--- src/rtl/icache_direct.sv ---
// Direct-mapped instruction cache between the fetch unit (IF) and the memory
// controller (MC). Hits answer in one cycle; a miss fetches a whole aligned
// block from MC, installs it, and answers from the incoming block.
//
// Ports:
//   clk_in, rst_in (async, active-high), rdy_in (global enable)
//   clear_in                 : pipeline flush; drops an in-flight answer
//   IF2IC_en / IF2IC_pc      : fetch request (taken only while IC2IF_rdy)
//   IC2IF_rdy                : cache idle and able to take a request
//   IC2IF_en / IC2IF_inst    : one-cycle response pulse and instruction word
//   IC2MC_en / IC2MC_addr    : block request, held until MC answers
//   MC2IC_en / MC2IC_block   : one-cycle fill pulse and block data (word k at [32k+31:32k])
module icache_direct #(
  parameter int ADDR_WIDTH  = 32,
  parameter int BLK_WIDTH   = 2,
  parameter int INDEX_WIDTH = 4
) (
  input  logic                       clk_in,
  input  logic                       rst_in,
  input  logic                       rdy_in,
  input  logic                       clear_in,
  input  logic                       IF2IC_en,
  input  logic [ADDR_WIDTH-1:0]      IF2IC_pc,
  output logic                       IC2IF_rdy,
  output logic                       IC2IF_en,
  output logic [31:0]                IC2IF_inst,
  output logic                       IC2MC_en,
  output logic [ADDR_WIDTH-1:0]      IC2MC_addr,
  input  logic                       MC2IC_en,
  input  logic [(32<<BLK_WIDTH)-1:0] MC2IC_block
);

  localparam int TAG_WIDTH = ADDR_WIDTH - INDEX_WIDTH - BLK_WIDTH - 2;
  localparam int LINES     = 1 << INDEX_WIDTH;
  localparam int BLOCK_W   = 32 << BLK_WIDTH;

  typedef enum logic {IDLE, MISS} state_t;

  state_t state, state_nxt;

  logic [LINES-1:0]     valid;
  logic [TAG_WIDTH-1:0] tag_mem  [LINES];
  logic [BLOCK_W-1:0]   data_mem [LINES];

  logic [BLK_WIDTH-1:0]   req_off, miss_off;
  logic [INDEX_WIDTH-1:0] req_idx, miss_idx;
  logic [TAG_WIDTH-1:0]   req_tag, miss_tag;
  logic                   drop;
  logic                   req_take, req_hit, fill_fire;

  // Byte-offset bits of the pc never select anything.
  logic unused_pc_bits;
  assign unused_pc_bits = ^IF2IC_pc[1:0];

  assign req_off = IF2IC_pc[BLK_WIDTH+1:2];
  assign req_idx = IF2IC_pc[BLK_WIDTH+INDEX_WIDTH+1:BLK_WIDTH+2];
  assign req_tag = IF2IC_pc[ADDR_WIDTH-1:ADDR_WIDTH-TAG_WIDTH];

  assign req_take  = (state == IDLE) && IF2IC_en && !clear_in;
  assign req_hit   = valid[req_idx] && (tag_mem[req_idx] == req_tag);
  assign fill_fire = rdy_in && (state == MISS) && MC2IC_en;

  // State register
  always_ff @(posedge clk_in or posedge rst_in) begin
    if (rst_in)      state <= IDLE;
    else if (rdy_in) state <= state_nxt;
  end

  // Next-state logic
  always_comb begin
    state_nxt = state;
    case (state)
      IDLE: if (req_take && !req_hit) state_nxt = MISS;
      MISS: if (MC2IC_en)             state_nxt = IDLE;
      default:                        state_nxt = IDLE;
    endcase
  end

  // Output logic (combinational part)
  always_comb begin
    IC2IF_rdy = (state == IDLE);
  end

  // Registered outputs, miss bookkeeping and drop flag
  always_ff @(posedge clk_in or posedge rst_in) begin
    if (rst_in) begin
      IC2IF_en   <= 1'b0;
      IC2IF_inst <= '0;
      IC2MC_en   <= 1'b0;
      IC2MC_addr <= '0;
      drop       <= 1'b0;
      miss_off   <= '0;
      miss_idx   <= '0;
      miss_tag   <= '0;
    end else if (rdy_in) begin
      IC2IF_en <= 1'b0;
      case (state)
        IDLE: begin
          if (req_take) begin
            if (req_hit) begin
              IC2IF_en   <= 1'b1;
              IC2IF_inst <= data_mem[req_idx][{req_off, 5'd0} +: 32];
            end else begin
              miss_off   <= req_off;
              miss_idx   <= req_idx;
              miss_tag   <= req_tag;
              IC2MC_en   <= 1'b1;
              IC2MC_addr <= {req_tag, req_idx, {(BLK_WIDTH+2){1'b0}}};
            end
          end
        end
        MISS: begin
          if (MC2IC_en) begin
            // Request drops on the fill edge so MC never sees a stale request.
            IC2MC_en <= 1'b0;
            drop     <= 1'b0;
            if (!drop && !clear_in) begin
              IC2IF_en   <= 1'b1;
              IC2IF_inst <= MC2IC_block[{miss_off, 5'd0} +: 32];
            end
          end else if (clear_in) begin
            drop <= 1'b1;
          end
        end
        default: ;
      endcase
    end
  end

  // Valid bits are the only array state that reset touches.
  always_ff @(posedge clk_in or posedge rst_in) begin
    if (rst_in)         valid <= '0;
    else if (fill_fire) valid[miss_idx] <= 1'b1;
  end

  // Tag and data arrays: written only on a fill, a flush never cancels it.
  always_ff @(posedge clk_in) begin
    if (fill_fire) begin
      tag_mem[miss_idx]  <= miss_tag;
      data_mem[miss_idx] <= MC2IC_block;
    end
  end

endmodule
--- config.mk ---
export PLATFORM = sky130hd
export DESIGN_NAME = icache_direct
export DESIGN_NICKNAME = d
export VERILOG_FILES = /design/src/rtl/icache_direct.sv
export SDC_FILE = /design/constraint.sdc
export NUM_CORES = 2
export LEC_CHECK = 0
export BUFFER_PORTS_ARGS = -buffer_cell sky130_fd_sc_hd__clkbuf_2
export CORE_ASPECT_RATIO = 0.9
export CORE_MARGIN = 5
export CORE_UTILIZATION = 55
export CTS_BUF_LIST = sky130_fd_sc_hd__clkbuf_16
export DETAILED_ROUTE_END_ITERATION = 16
export PLACE_DENSITY = 0.72
export SYNTH_ARGS = -nofsm -noshare
export SYNTH_HDL_FRONTEND = slang
export SYNTH_SLANG_ARGS = --single-unit
--- constraint.sdc ---
create_clock -name clk_in -period 13.8 [get_ports clk_in]
set_input_delay 0.69 -clock clk_in [delete_from_list [all_inputs] [get_ports clk_in]]
set_output_delay 0.69 -clock clk_in [all_outputs]
set_load 0.01 [all_outputs]
==> run_results.csv <==
group,metric,value,unit
route,vias_per_cell,6.64,
timing,fmax,186,MHz
power,power.share.combinational,7.1,%
timing,worst_pin_slew,1.10,ns
clock_network,root_buffer,"clkbuf_16",
clock_network,htreeDepth,4,
timing,finalClockSkew,0.0679,ns
clock_network,cts_sinks,2514,
worst_hold_path,hold_end,"miss_tag[0]",
route,ant_nets,0,
worst_setup_path,crit_required,14.48,ns
power,ir_worst_vdd,0.123,mV
layout,nNetsFinal,4848,
timing,whs,0.111,ns
place,hpwl,125000,um
layout,fillerInstances,11900,
timing,rsz0062_at_grt,"false",
timing,hold_viol,0,
worst_setup_path,crit_path_max_incr_delay,1.01,ns
place,portBuffers,226,
clock_network,clockBufferDepth,3,
worst_setup_path,end_kind,"flip-flop",
yosys,synth_edf_count,2432,
yosys,synth.most_common_cell,"edfxtp_1",
clock_network,clkTransAtPathRegs,0.07,ns
yosys,async_flop_share,3.26,%
yosys,ys_seq_area_share,76.8,%
yosys,yosysTopAreaCell,"edfxtp_1",
worst_setup_path,worstPathCellList,"buf_8 > buf_12 > nand2b_1 > o221ai_1 > and4_1 > a211oi_1 > nor4_1 > nor4bb_4 > buf_4 > and3_2 > o211ai_1",
floorplan,die_h,410,um
clock_network,numCtsBuffers,231,
power,clkPwrFrac,37.9,%
floorplan,io_pins,233,
power,p_int,12.5,mW
layout,utilization,61.7,%
route,drt-initial-drc-count,6568,
clock_network,postCtsSetupRepairBufs,0,
route,drt_pre_antenna_iters,5,
timing,fin_crit,5.37,ns
yosys,ys.flop_type,"edfxtp_1",
power,leakagePower,35.0,nW
worst_setup_path,cp-start-kind,"input pin",
floorplan,coreArea,176000,sq um
worst_hold_path,hp-start,"IF2IC_pc[8]",
floorplan,row_count,146,
floorplan,die_area,186000,sq um
timing,setup_viol,0,
yosys,synthTopCellsByArea,"edfxtp_1 (75%), mux4_2 (15%), dfrtp_1 (2.1%), mux2i_1 (1.5%), buf_4 (0.64%)",
worst_setup_path,ff2ff_path_depth,9,
power,p_per_area,148,nW/um^2
run_status,status,"finished clean",
worst_setup_path,r2r-start,"tag_mem[7][19]",
power,p_switching,3.64,mW
worst_hold_path,hold-path-cell-count,2,
worst_setup_path,crit_path_top_delay_cell,"and3_2",
grt,overflow,0,
place,place_congestion,0.758,
yosys,ys_seq_elements,2514,
timing,slew_viol_final,0,
worst_hold_path,holdCritPathClass,"in -> reg",
yosys,mappedNetlistArea,97700,sq um
timing,finalSetupTns,0,ns
worst_setup_path,r2r-end,"IC2IF_inst[21]",
grt,antenna_found_initial,38,
layout,seqCellArea,75100,sq um
yosys,synthCells,4384,
yosys,syn_avg_cell_area,22.3,sq um
worst_setup_path,critPathKind,"in -> reg",
route,routed_wl,242000,um
layout,syn2layout_area_growth,11.3,%
yosys,yosysUniqueCellTypes,66,
grt,grt_pass1_vias,48500,
power,seqPwrFrac,55.0,%
clock_network,cts_tree,"yes",
grt,track_usage,26.2,%
yosys,synth_common_cells,"edfxtp_1 (2432), mux4_2 (641), mux2i_1 (149), nand2_1 (123), nor2_1 (86)",
worst_setup_path,cp.arrival,6.05,ns
grt,grt_pass1_wl,350000,um
clock_network,cts_resized,0,
yosys,ys.warnings.count,0,
grt,grt_max_degree,151,
floorplan,die_w,454,um
route,wire_per_inst,33.4,um
layout,drive_above_1_share,27.8,%
power,switching_share,22.6,%
route,drc_errors,0,
route,num_vias,48200,
floorplan,initial_core_util,55.4,%
worst_setup_path,r2r_slack,9.40,ns
yosys,synth_top_area_share,74.7,%
clock_network,clkLatencyLatePin,0.87,ns
layout,multi_input_area,21400,sq um
run,drv_cap,0,
timing,finalCritPeriodShare,38.9,%
timing,slew_headroom,26.4,%
worst_setup_path,critPathMaxFanout,99,
==> metal layers <==
layer	wire (um)	up-vias	track usage (%)
met4	7150	18	8.18
met2	120000	2700	42.2
met5	121	-	0
li1	-	19300	-
met3	23100	426	4.63
met1	92300	25800	37.4
==> through the flow <==
stage                     power, mW  instances  worst slack [ns]  instance area [sq um]
after global routing           16.6       7259              8.27                 109000
after floorplan                9.61       4387              1.08                  97700
after detailed placement       10.2       6816              7.59                 101000
after global placement         10.1       6816              7.74                 101000
after CTS                      16.2       7252              8.51                 109000
final                          16.1       7264              8.43                 109000
==> power by group through the flow <==
stage          logic [mW]  clock network (mW)  registers [mW]
3_3_place_gp         1.12                   0            9.01
5_1_grt              1.21                6.54            8.88
6_report             1.14                6.11            8.87
3_5_place_dp         1.14                   0            9.03
2_1_floorplan       0.670                   0            8.94
4_1_cts              1.14                6.18            8.87
==> worst max path at each step <==
| stage | startpoint | to | slack [ns] |
|---|---|---|---|
| floorplan | MC2IC_en | valid[0] | 1.08 |
| finish | IF2IC_pc[4] | IC2IF_inst[21] | 8.43 |
| global placement | IF2IC_pc[4] | IC2IF_inst[28] | 7.74 |
| global route | IF2IC_pc[4] | IC2IF_inst[28] | 8.27 |
| CTS | IF2IC_pc[4] | IC2IF_inst[21] | 8.51 |
| detailed placement | IF2IC_pc[4] | IC2IF_inst[19] | 7.59 |
==> sequential cells by signal (all words and copies together), names as in the netlist, 2 cells and up <==
signal and flops:
data_mem 2048, tag_mem 384, IC2IF_inst 32, miss_tag 24
valid 16, miss_idx 3, miss_off 2
==> timing repair <==
action	in CTS	in global routing
hold buffers	1	0
endpoints found under the setup margin	0	0
hold endpoints to repair	46	0
==> cells by family (layout without fill, tap and decap cells) <==
family / after synthesis / after routing / share of synthesized area (%)
buf+inv: 259 / 756 / 1.47
mux: 834 / 834 / 16.9
simple gates: 421 / 421 / 2.13
xor+xnor: 26 / 26 / 0.233
other cells: 1 / 16 / 0.00384
compound gates: 329 / 329 / 2.40
flops: 2514 / 2514 / 76.8
==> final cells by class <==
type / instances / share of cell area [%]
Multi-Input combinational cell: 1614 / 19.6
Clock inverter: 203 / 1.33
Antenna cell: 12 / 0.0276
Sequential cell: 2514 / 69.0
Tap cell: 2368 / 2.72
Inverter: 7 / 0.0311
Clock buffer: 232 / 5.34
Timing Repair Buffer: 314 / 1.89
==> placed cells by master, fill, tap and decap left out, types with 16 or more instances in the layout <==
cell type and count:
bufinv_16 18, mux4_2 641, inv_1 77, clkbuf_2 221, mux2i_1 149, nand4_1 39
a221oi_1 26, o21ai_0 41, nor3_1 22, clkinv_1 56, a22oi_1 42, a31oi_1 17
clkinv_2 37, nand3_1 35, nor2b_1 19, dfrtp_1 80, nand2_1 123, buf_4 71
or2_2 23, buf_12 18, a21oi_1 23, clkbuf_16 232, nor2_1 73, o221ai_1 16
o22ai_1 75, edfxtp_1 2432, mux2_2 16, mux2_4 28, o211ai_1 23
==> critical path, delay by kind of cell <==
| family | cells | cell delay (ns) |
|---|---|---|
| buffers and inverters | 3 | 1.81 |
| AO/OA/AOI/OAI | 3 | 0.77 |
| AND/OR/NAND/NOR | 5 | 2.48 |
No activity file was read; power rests on OpenSTA's default activity.
